## config.mk

```make
export PLATFORM = sky130hd
export DESIGN_NAME = adder_pipelined
export DESIGN_NICKNAME = d
export VERILOG_FILES = /design/src/rtl/adder_pipelined.sv
export SDC_FILE = /design/constraint.sdc
export NUM_CORES = 1
export LEC_CHECK = 0
export BUFFER_PORTS_ARGS = -buffer_cell sky130_fd_sc_hd__buf_2
export CAP_MARGIN = 25
export CORE_MARGIN = 5
export CORE_UTILIZATION = 58
export DETAILED_ROUTE_END_ITERATION = 12
export GPL_ROUTABILITY_DRIVEN = 0
export HOLD_SLACK_MARGIN = 0.15
export PLACE_DENSITY_LB_ADDON = 0.3
export SYNTH_ARGS = -nofsm -noshare
export SYNTH_HDL_FRONTEND = slang
export SYNTH_SLANG_ARGS = --single-unit
```

## constraint.sdc

```tcl
create_clock -name clk -period 2.8 [get_ports clk]
set_input_delay 0.56 -clock clk [delete_from_list [all_inputs] [get_ports clk]]
set_output_delay 0.56 -clock clk [all_outputs]
set_load 0.1 [all_outputs]
```

## src/rtl/adder_pipelined.sv

```systemverilog
`default_nettype none
// ============================================================================
// Module   : adder_pipelined
// Brief    : N-bit add/subtract split into STAGES registered carry-chain
//            slices, valid/ready handshake on both sides, global stall.
// Revision : 1.0 - initial release
// ============================================================================
module adder_pipelined #(
   parameter int N      = 32,
   parameter int STAGES = 4
) (
   input  logic         clk,
   input  logic         rst,
   input  logic         in_valid,
   output logic         in_ready,
   input  logic [N-1:0] a,
   input  logic [N-1:0] b,
   input  logic         c_in,
   input  logic         sub,
   output logic         out_valid,
   input  logic         out_ready,
   output logic [N-1:0] sum,
   output logic         c_out,
   output logic         overflow
);

   localparam int CHUNK = N / ((STAGES >= 1) ? STAGES : 1);

   generate
      if (STAGES < 1 || STAGES > N || (N % ((STAGES >= 1) ? STAGES : 1)) != 0) begin : g_bad_params
         $error("adder_pipelined: STAGES must lie in 1..N and divide N");
      end
   endgenerate

   // r_x: low chunks already summed, high chunks still operand A.
   // r_y: operand B (pre-inverted for subtract); its low chunks go unused.
   logic [N-1:0] r_x [STAGES];
   logic [N-1:0] r_y [STAGES];
   logic         r_c [STAGES];
   logic         r_v [STAGES];
   logic         r_ovf;

   logic [N-1:0] w_xn [STAGES];
   logic [N-1:0] w_yn [STAGES];
   logic         w_cn [STAGES];
   logic         w_vn [STAGES];
   logic [N-1:0] w_sx;
   logic [N-1:0] w_sy;
   logic         w_sc;
   logic         w_sv;
   logic [CHUNK:0] w_add;
   logic         w_ovf;
   logic         w_adv;

   assign w_adv     = ~r_v[STAGES-1] | out_ready;
   assign in_ready  = w_adv;
   assign out_valid = r_v[STAGES-1];
   assign sum       = r_x[STAGES-1];
   assign c_out     = r_c[STAGES-1];
   assign overflow  = r_ovf;

   always_comb begin
      w_xn  = '{default: '0};
      w_yn  = '{default: '0};
      w_cn  = '{default: 1'b0};
      w_vn  = '{default: 1'b0};
      w_add = '0;
      w_ovf = 1'b0;
      w_sx  = a;
      w_sy  = sub ? ~b : b;
      w_sc  = sub | c_in;
      w_sv  = in_valid;
      for (int k = 0; k < STAGES; k++) begin
         w_add = {1'b0, w_sx[k*CHUNK +: CHUNK]} + {1'b0, w_sy[k*CHUNK +: CHUNK]}
               + {{CHUNK{1'b0}}, w_sc};
         w_xn[k] = w_sx;
         w_xn[k][k*CHUNK +: CHUNK] = w_add[CHUNK-1:0];
         w_yn[k] = w_sy;
         w_cn[k] = w_add[CHUNK];
         w_vn[k] = w_sv;
         // Carry into the MSB is recovered from the MSB sum bit and its operands.
         if (k == STAGES-1) begin
            w_ovf = w_add[CHUNK] ^ (w_add[CHUNK-1] ^ w_sx[N-1] ^ w_sy[N-1]);
         end
         w_sx = r_x[k];
         w_sy = r_y[k];
         w_sc = r_c[k];
         w_sv = r_v[k];
      end
   end

   always_ff @(posedge clk or negedge rst) begin
      if (!rst) begin
         for (int k = 0; k < STAGES; k++) begin
            r_x[k] <= '0;
            r_y[k] <= '0;
            r_c[k] <= 1'b0;
            r_v[k] <= 1'b0;
         end
         r_ovf <= 1'b0;
      end else if (w_adv) begin
         for (int k = 0; k < STAGES; k++) begin
            r_x[k] <= w_xn[k];
            r_y[k] <= w_yn[k];
            r_c[k] <= w_cn[k];
            r_v[k] <= w_vn[k];
         end
         r_ovf <= w_ovf;
      end
   end

endmodule
`default_nettype wire

```

== Word-level counts from Yosys, hierarchy flattened ==
Cells that the tools add are included.

* Multiplexer cells: 1
* Add/sub/neg operators: 8
* Bitwise operators: 7

{| class="wikitable"
|+ Operators by type and width
! kind !! number
|-
| 8-bit by 8-bit adder with 9-bit output || 4
|-
| 9-bit by 1-bit adder with 9-bit output || 4
|-
| 32-bit two-way mux || 1
|-
| 32-bit inverter || 1
|-
| 1-bit bitwise XOR || 3
|-
| 1-bit OR || 2
|-
| 1-bit inverter || 1
|}

* Output and inout port bits: 36
* Input bits: 70
* Bits in registers: 233
* Logic and storage cells: 32

== Logic depth before layout (Yosys ltp) ==
* Depth in word-level cells: 5
* Mapped depth: 13
* Mapped depth without buffers: 11

== Least setup slack after synthesis ==
Ideal clock, no wire load.

* Kind: flip-flop to output port
* Start point: register r_v (netlist bit out_valid)
* End point: output in_ready
* Setup slack: -0.267 ns
* Arrival: 2.507 ns
* Data required time: 2.240 ns
* Path buffers: 3
* Stages on the path, launching flop included: 6
* Path through: dfrtp_1 nor2b_1 buf_2 inv_1 clkbuf_1 clkbuf_1

* Longest elaborated chain between the ends: 2

{| class="wikitable"
|+ Ends and longest elaborated chain
! element !! RTL line !! source
|-
| start: declaration || 40 || <nowiki>logic r_v [STAGES];</nowiki>
|-
| start signal: indexed assignment || 106 || <nowiki>r_v[k] <= w_vn[k];</nowiki>
|-
| 1-bit inverter || 55 || <nowiki>assign w_adv = ~r_v[STAGES-1] | out_ready;</nowiki>
|-
| 1-bit OR || 55 ||
|-
| end: declaration || 15 || <nowiki>output logic in_ready,</nowiki>
|}

Every way passes these cells.

== Final worst setup path ==
* Start point: register r_x[56] (netlist name)
* End point: register r_ovf, in the netlist overflow

* Longest elaborated chain between the ends: 5

{| class="wikitable"
|+ Ends and longest elaborated chain
! element !! RTL line !! source
|-
| start: declaration || 37 || <nowiki>logic [N-1:0] r_x [STAGES];</nowiki>
|-
| start signal: indexed assignment || 103 || <nowiki>r_x[k] <= w_xn[k];</nowiki>
|-
| 8-bit by 8-bit adder with 9-bit output * || 74 || <nowiki>w_add = {1'b0, w_sx[k*CHUNK +: CHUNK]} + {1'b0, w_sy[k*CHUNK +: CHUNK]}</nowiki>
|-
| 9-bit by 1-bit adder with 9-bit output * || 75 || <nowiki>+ {{CHUNK{1'b0}}, w_sc};</nowiki>
|-
| 1-bit bitwise XOR (2 in a row) || 83 || <nowiki>w_ovf = w_add[CHUNK] ^ (w_add[CHUNK-1] ^ w_sx[N-1] ^ w_sy[N-1]);</nowiki>
|-
| 1-bit bitwise XOR * || 83 ||
|-
| end signal: assignment || 108 || <nowiki>r_ovf <= w_ovf;</nowiki>
|-
| end: declaration || 41 || <nowiki>logic r_ovf;</nowiki>
|}

Mark *: on every way between the ends. The rest lies on a longest branch, timed or not.
A chain may end at the register's enable or synchronous reset.

==> results.ini <==
[die]
num_io_pins = 106
dieArea_um2 = 17400
die_h_um = 132
rows = 44
placeableCoreArea_um2 = 14500
start_util = 0.593
fp.dieW_um = 132

[finish]
nets = 1109
drive_gt1_frac = 0.159
antennaDiodeCount = 0
final_cell_mix = nand2_1, dfrtp_1, buf_2
fillCellCount = 1218
layout_commonest_cell = nand2_1
area_delta_synth_final_pct = 12.7
stdcell_area_um2 = 9710

[sta]
worstMarginPinSlew_ns = 0.632
skew_ns = 0.0107
fmax_ghz = 0.420
hold_violations = 0
rsz0062_at_grt = false
setup_ws_ns = 0.417
whs_ns = 0.139
slew_headroom = 0.579
timing.final.crit_share = 0.851
fin_tns_setup_ns = 0
min_period_ns = 2.38
finalSetupViolations = 0
slew_violations = 0

[flow_run]
maxCapViolCount = 0

[worst_setup_path]
cpPeakStageDelay_ns = 0.45
timing.rr.end = overflow
slowest_stage = fa_1
start_kind = flip-flop
crit_buf_inv = 1
crit_fanout = 2
reg2regPathDepth = 10
critical_path.endpoint_type = flip-flop
reg2reg_slack_ns = 0.42
worstPathArrival_ns = 2.66
crit_type = flip-flop to flip-flop
worstPathCellList = fa_1, inv_1, fa_1, nor2b_4, o2111ai_1, o21ai_1, o41ai_4, xnor2_1, xnor2_1, a21oi_1
r2r-start = r_x[56]
crit_family = adder cells
cp_data_required_time_ns = 3.07

[yosys]
avgSynthCellArea_um2 = 9.12
syn_inst = 945
ys_seq_elements = 185
syn-num-nets = 1051
yosys.area.top_type = dfrtp_1
yosysTopAreaCellShare = 0.537
yosysWarnings = 0
synth_area_leaders = dfrtp_1, nand2_1, ha_1
syn_area_um2 = 8620
yosys.cell_types.count = 38
synth.yosys.seq_area_share = 0.537

[route]
ant_nets = 0
avgRoutedWirePerCell_um = 13.3
routed_wl_um = 15900
first_pass_iters = 4
vias_per_cell = 5.00
drc = 0
vias = 5996
drt-initial-drc-count = 307

[grt]
antenna_found_initial = 0
grt_use_total = 0.194
grt_pass1_vias = 5963
gr-total-overflow = 0
grt_first_pass_wirelength_um = 28000
grt_max_degree = 125

[pwr]
power_leakage_nw = 4.99
vdd_drop_max_mv = 0.676
cellPowerDensity_nw_per_um2 = 1330

[cts]
clock_latency_ns = 0.42
cts_tree = done
postCtsSetupRepairBufs = 0
cts_sinks = 185
h-tree-depth = 4
holdBufCountCts = 0
cts_resized = 0
clk_path_buf_depth = 2
clk_pin_slew_ns = 0.07
cts-root-buf = clkbuf_16
numCtsBuffers = 17

[place]
dp_hpwl_um = 10900
dpl-instance-area_um2 = 9090
dpl_worst_slack_ns = 0.0684
portBuffers = 105

[min_path]
worstHoldPathType = input pin to asynchronous set/reset pin

[run_status]
status = finished clean

==> synthesized netlist by cell type, drive strengths merged <==
| cell type | count |
|---|---|
| buf | 54 |
| xor2 | 21 |
| a221o | 1 |
| a311oi | 1 |
| mux2i | 3 |
| o2111ai | 1 |
| ha | 28 |
| nor4b | 3 |
| a21oi | 33 |
| o21a | 1 |
| nor3b | 6 |
| fa | 8 |
| nand2b | 8 |
| o22ai | 3 |
| o41ai | 1 |
| nand2 | 407 |
| dfrtp | 185 |
| a21boi | 6 |
| a21o | 3 |
| a211o | 3 |
| nand3b | 2 |
| clkbuf | 24 |
| nor3 | 2 |
| nor2b | 7 |
| inv | 17 |
| xnor2 | 32 |
| o21ai | 45 |
| or2 | 4 |
| nor2 | 33 |
| o31ai | 3 |
==> flip-flops by register name, summed over array words and instances (netlist names) <==
name / count
out_valid: 1
overflow: 1
r_c: 3
r_x: 96
sum: 32
r_v: 3
c_out: 1
r_y: 48
==> worst max path at each step <==
stage,from,endpoint,slack (ns),cells past startpoint
3_3_place_gp,sub,r_x[102],0.13,12
4_1_cts,r_x[56],overflow,0.40,10
6_report,r_x[56],overflow,0.42,10
5_1_grt,r_x[56],overflow,0.22,10
3_5_place_dp,sub,r_x[102],0.07,12
2_1_floorplan,sub,r_x[102],0.03,13
==> where the power goes <==
group / switching (mW) / total [mW] / internal [mW]
clock: 1.01 / 2.47 / 1.46
sequential: 0.681 / 4.56 / 3.88
combinational: 4.12 / 5.87 / 1.75
total: 5.81 / 12.9 / 7.09
==> worst reg2reg max path, cell delays in order, from the launching register on <==
cell	delay, ns
dfrtp_1	0.40
fa_1	0.45
inv_1	0.08
fa_1	0.25
nor2b_4	0.06
o2111ai_1	0.17
o21ai_1	0.15
o41ai_4	0.27
xnor2_1	0.18
xnor2_1	0.14
a21oi_1	0.08
==> layout make-up <==
type	count	area, um2	area share
Sequential cell	185	4630	0.477
Clock inverter	13	168	0.0173
Multi-Input combinational cell	665	3500	0.360
Timing Repair Buffer	117	662	0.0682
Clock buffer	19	453	0.0466
Inverter	17	68.8	0.00709
Tap cell	184	230	0.0237
==> cells by family after synthesis <==
group,after synthesis,synth area share
muxes,3,0.00348
adders and majority gates,36,0.0592
DFF,185,0.537
buffers and inverters,95,0.0576
AOI/OAI and AO/OA,101,0.0698
and+or+nand+nor,472,0.218
xor gates and xnor gates,53,0.0547
==> per-stage QoR <==
stage          std cells  power, mW  utilization
6_report            1200       12.9        0.668
5_1_grt             1200       13.9        0.668
4_1_cts             1200       13.0        0.668
3_5_place_dp        1168       10.5        0.625
3_3_place_gp        1168       10.3        0.625
2_1_floorplan        945       9.65            -
==> metal layers <==
layer | part of all wire | GRT usage | wire length (um)
met5 | 0 | 0 | 0
met3 | 0.040 | 0.0450 | 632
met2 | 0.47 | 0.303 | 7470
met1 | 0.48 | 0.276 | 7700
met4 | 0.0095 | 0.0560 | 151
Power figures use the tool's default switching activity.
